===== src/rtl/gray_counter.sv =====
// gray_counter: up/down binary counter with registered Gray-code output, preset load,
// optional saturation at the ends, and wrap/limit/step status flags.
module gray_counter #(
  parameter int WIDTH    = 4,
  parameter bit SATURATE = 1'b0
) (
  input  logic             clk,
  input  logic             rst,
  input  logic             en,
  input  logic             up_dn,
  input  logic             load,
  input  logic [WIDTH-1:0] load_bin,
  output logic [WIDTH-1:0] gray_out,
  output logic [WIDTH-1:0] bin_cnt,
  output logic             wrap,
  output logic             at_limit,
  output logic             step
);
  logic             hold;
  logic [WIDTH-1:0] nxt;
  always_comb begin
    at_limit = up_dn ? &bin_cnt : ~|bin_cnt;
    hold     = at_limit && SATURATE;
    nxt      = load ? load_bin :
               (!en || hold) ? bin_cnt :
               up_dn ? bin_cnt + 1'b1 : bin_cnt - 1'b1;
  end
  // Gray is a bijection of binary, so a Gray change is exactly a binary change.
  always_ff @(posedge clk or posedge rst) begin
    if (rst) begin
      bin_cnt  <= '0;
      gray_out <= '0;
      wrap     <= 1'b0;
      step     <= 1'b0;
    end else begin
      bin_cnt  <= nxt;
      gray_out <= nxt ^ (nxt >> 1);
      wrap     <= !load && en && at_limit && !SATURATE;
      step     <= nxt != bin_cnt;
    end
  end
endmodule

===== config.mk =====
export PLATFORM = sky130hd
export DESIGN_NAME = gray_counter
export DESIGN_NICKNAME = d
export VERILOG_FILES = /design/src/rtl/gray_counter.sv
export SDC_FILE = /design/constraint.sdc
export NUM_CORES = 1
export LEC_CHECK = 0
export ABC_AREA = 0
export BUFFER_PORTS_ARGS = -buffer_cell sky130_fd_sc_hd__buf_4
export CORE_AREA = 2 2 39 41
export DETAILED_ROUTE_END_ITERATION = 12
export DIE_AREA = 0 0 41 43
export GPL_TIMING_DRIVEN = 0
export MAX_ROUTING_LAYER = met4
export PLACE_DENSITY = 0.7
export SLEW_MARGIN = 20
export SYNTH_ARGS = -nofsm -noshare
export SYNTH_HDL_FRONTEND = slang
export SYNTH_SLANG_ARGS = --single-unit

===== constraint.sdc =====
create_clock -name clk -period 2.45 [get_ports clk]
set_input_delay 0.1225 -clock clk [delete_from_list [all_inputs] [get_ports clk]]
set_output_delay 0.1225 -clock clk [all_outputs]
set_load 0.01 [all_outputs]

After elaboration in Yosys (flattened, before gate mapping):

Index checks and enable logic that the tools add are counted.

* add/sub/neg operators: 2
* $mul: 0
* div/mod/pow operators: 0
* $lt $le $gt $ge: 0
* equal/unequal tests: 1
* shift operators: 0
* muxes and demuxes: 4
* bitwise gates (word level): 1
* reductions and logical operators: 6

Operators with widths (number)
* $mux 4: 3
* $add 4x1->4 const B: 1
* $ne 4x4->1: 1
* $reduce_and 4->1: 1
* $reduce_or 4->1: 1
* $sub 4x1->4 const B: 1
* $xor 4x3->4: 1
* $logic_and 1x1->1: 2
* $logic_not 1->1: 2
* $mux 1: 1

* bits in registers: 10
* latch bits: 0
* RAM bits: 0
* memory bits (read-only): 0
* input port bits: 9
* logic and storage cells: 18
* memories kept: 0

Longest topological paths before layout:

* depth in word-level cells: 5
* mapped depth: 7

Least setup slack after synthesis:

Ideal clock, no wire load.

* path kind: register to register
* start point: register bin_cnt[0]
* end point: register gray_out[1]
* library setup time: 124 ps
* data arrival time: 1579 ps
* required time: 2326 ps
* setup slack: 747 ps
* cell stages (with the launch flop): 7
* buffers on the path: 0
* path through: dfrtp_1 -> inv_1 -> fa_1 -> mux2i_1 -> mux2i_1 -> inv_1 -> xnor2_1

* word-level cells in the longest chain between the ends: 5

Ends and longest elaborated chain
* start: declaration: line 14 `output logic [WIDTH-1:0] bin_cnt,`
* start signal: assignment: line 36 `bin_cnt <= nxt;`
* $sub 4x1->4 or $add 4x1->4 (tied branches): line 26 `up_dn ? bin_cnt + 1'b1 : bin_cnt - 1'b1;`
* $mux 4 *: line 26
* $mux 4 *: line 25 `(!en || hold) ? bin_cnt :`
* $mux 4 *: line 24 `nxt = load ? load_bin :`
* named net nxt[1]: line 20 `logic [WIDTH-1:0] nxt;`
* $xor 4x3->4 *: line 37 `gray_out <= nxt ^ (nxt >> 1);`
* end signal: assignment: line 37
* end: declaration: line 13 `output logic [WIDTH-1:0] gray_out,`

The timed path passes the listed nets; every way through them passes the cells marked *.

Final worst setup path:

* start point: register bin_cnt[0]
* end point: register step

* word-level cells in the longest chain between the ends: 5

Ends and longest elaborated chain
* $sub 4x1->4 or $add 4x1->4 (tied branches): line 26
* $mux 4: line 26
* $mux 4: line 25
* $mux 4: line 24
* $ne 4x4->1 *: line 39 `step <= nxt != bin_cnt;`
* end signal: assignment: line 39
* end: declaration: line 17 `output logic step`

Every way passes the cells marked *; elsewhere a longest branch is shown, timed or not.

==> metrics.md <==
| Metric | Value |
|---|---|
| Initial antenna violation count | `0` |
| CTS tree | `done` |
| Overflow after GRT | `0` |
| PortBufs | `18` |
| Worst Path Arrival | `between 1500 and 2000 ps` |
| Area delta synth->final | `33.6%` |
| Clk_skew | `roughly 2.3 ps` |
| Clk_lat worst skew | `260 ps` |
| DR vias/cell | `4.63` |
| Largest net degree at the start of global routing | `11` |
| Synth warnings | `0` |
| Most frequent cells in the layout | `19 x buf_4, 9 x dfrtp_1, 7 x inv_1` |
| Max Freq | `0.543 GHz` |
| Syn Inst Count | `55` |
| CTS Root Cell | `clkbuf_4` |
| Register area share after synthesis | `0.395` |
| Fillers | `125` |
| Routed Antenna Nets | `0` |
| Global Route Usage Sum | `0.150` |
| Final setup viols | `0` |
| Diodes inserted | `0` |
| Chip height | `about 43 um` |
| Die area | `0.00176 mm2` |
| WS Path Type | `flip-flop to flip-flop` |
| WL final | `1040 um` |
| Largest cells by area after synthesis | `dfrtp_1 39%, xnor2_1 9.2%, mux2i_1 5.3%` |
| Final hold vios | `0` |
| Area of the core | `0.00138 mm2` |
| Area occupied by multi-input gates | `between 300 and 400 um2` |
| Final Worst Setup Slack | `roughly 600 ps` |
| Worst Setup End Kind | `flip-flop` |
| Worst Tran Pin Value | `379 ps` |
| Final period util | `0.752` |
| Power Total | `0.000544 W` |
| Syn nets | `67` |
| Reg area | `225 um2` |
| Synthesized flop and latch total | `9` |
| Synth top area share | `0.395` |
| Vias | `between 400 and 500` |
| Power per cell area | `714 mW/mm2` |
| Row cnt | `14` |
| Postcts setup bufs | `0` |
| Nets | `91` |
| Slew Limit Fails | `0` |
| Final core occ | `0.551` |
| Crit path max fanout | `6` |
| Max clock buf depth | `2` |
| Placer Congestion | `0.722` |
| Mapped Area | `571 um2` |
| CTS H-tree depth | `1` |
| Startpoint types | `flip-flop` |
| First-pass GRT wire length | `1690 um` |
| Status | `finished clean` |
| HPWL Detailed | `793 um` |
| CTS buffer count | `3` |
| HP Class | `input port to flip-flop` |
| Rel. slew slack | `0.740` |
| Num ports | `20` |
| Max Cap Viol | `0` |
| Peak supply drop | `456 uV` |
| Clock Sinks | `9` |
| Die width | `41 um` |
| Hold Path Depth | `3` |
| Post-route setup TNS | `0 ps` |
| Initial Util | `0.412` |
| Share of cells above drive strength 1 | `0.397` |
| Wire per inst | `11.1 um` |
| Synth cell types | `23` |
| Vias in the first global route | `393` |
| R2R depth | `6` |
| Post-cts resize count | `0` |
| Required time worst endpoint | `2580 ps` |
| Number of DRC markers in iteration 0 | `2` |
| Most common cell after layout, fill and taps aside | `buf_4` |
| Avg Cell Area, Syn | `about 10 um2` |
| Post-CTS Hold Buffers | `1` |
| Setup slack after placement | `582 ps` |
| Unrepaired setup endpoints after global routing | `false` |
| Leak Pwr | `0.385 nW` |
| Worst-path clk slew | `about 60 ps` |
| TritonRoute pass-1 iters | `2` |
| Cell taking the most area after synthesis | `dfrtp_1` |
| Final min period | `1840 ps` |
| DR DRC count | `0` |
[layer usage]
| metal | up-vias | GRT usage | wire [um] |
|---|---|---|---|
| li1 | 229 | - | - |
| met1 | 190 | 0.185 | 465 |
| met2 | 16 | 0.203 | 486 |
| met5 | - | - | 0 |
| met4 | 0 | 0.0600 | 0 |
| met3 | 0 | 0.0785 | 87 |
[registers in the layout, indices dropped and copies added (netlist names)]
register	flops
step	1
gray_out	3
bin_cnt	4
wrap	1
[final cells by class]
| cell class | count | share of cell area |
|---|---|---|
| multi-input combinational | 36 | 0.396 |
| sequential | 9 | 0.296 |
| timing repair buffer | 19 | 0.190 |
| clock buffer | 4 | 0.0345 |
| inverter | 7 | 0.0345 |
| tap | 16 | 0.0263 |
| buffer | 3 | 0.0230 |
[critical path: stages (launching register included)]
cell	delay, ps
dfrtp_1	450
inv_1	120
fa_1	510
mux2i_1	60
mux2i_1	310
xnor2_1	170
nand3_1	90
[report_power, final]
| group | switching, W | leakage [nW] | internal, W |
|---|---|---|---|
| logic | 0.000101 | 0.264 | 0.000120 |
| registers | 0.0000272 | 0.106 | 0.000182 |
| clock network | 0.0000501 | 0.0150 | 0.0000627 |
| total | 0.000178 | 0.385 | 0.000365 |
[final timing paths]
path / start / end / slack, ps
setup / recovery: bin_cnt[0]$_DFF_PP0_ / step$_DFF_PP0_ / 610
hold / removal: load_bin[0] / bin_cnt[0]$_DFF_PP0_ / 100
hold reg to reg: bin_cnt[1]$_DFF_PP0_ / step$_DFF_PP0_ / 750
setup reg to reg: bin_cnt[0]$_DFF_PP0_ / step$_DFF_PP0_ / 610
max in group asynchronous: rst / gray_out[2]$_DFF_PP0_ / 1820
min in group asynchronous: rst / step$_DFF_PP0_ / 380
[logic make-up (layout without fill, tap and decap cells)]
logic type               Yosys count  in the layout  synth area share
flip-flops                         9              9             0.395
XOR/XNOR                           9              9             0.138
buffers and inverters             10             33            0.0768
multiplexers                       3              3            0.0526
AND/OR/NAND/NOR                   13             13             0.164
AO/OA/AOI/OAI                      8              8            0.0943
adder cells (fa/ha/maj)            3              3            0.0789
[stage by stage]
step | cell area, um2 | std cells | hold WS, ps
after floorplan | 571 | 55 | -49.6
after CTS | 762 | 94 | 87.1
final | 762 | 94 | 95.1
after detailed placement | 726 | 89 | 106
after global placement | 726 | 89 | 95.0
after global routing | 762 | 94 | 101
[Yosys cell counts, drive strengths merged]
| library cell | number |
|---|---|
| dfrtp | 9 |
| inv | 7 |
| xnor2 | 6 |
| a21oi | 4 |
| buf | 3 |
| mux2i | 3 |
| nand3 | 3 |
| nor2 | 3 |
| o21ai | 3 |
| xor2 | 3 |
| and3 | 2 |
| ha | 2 |
| a22oi | 1 |
| and3b | 1 |
| fa | 1 |
| nand3b | 1 |
| nor3b | 1 |
| nor4b | 1 |
| or4 | 1 |
Power figures use the tool's default switching activity.
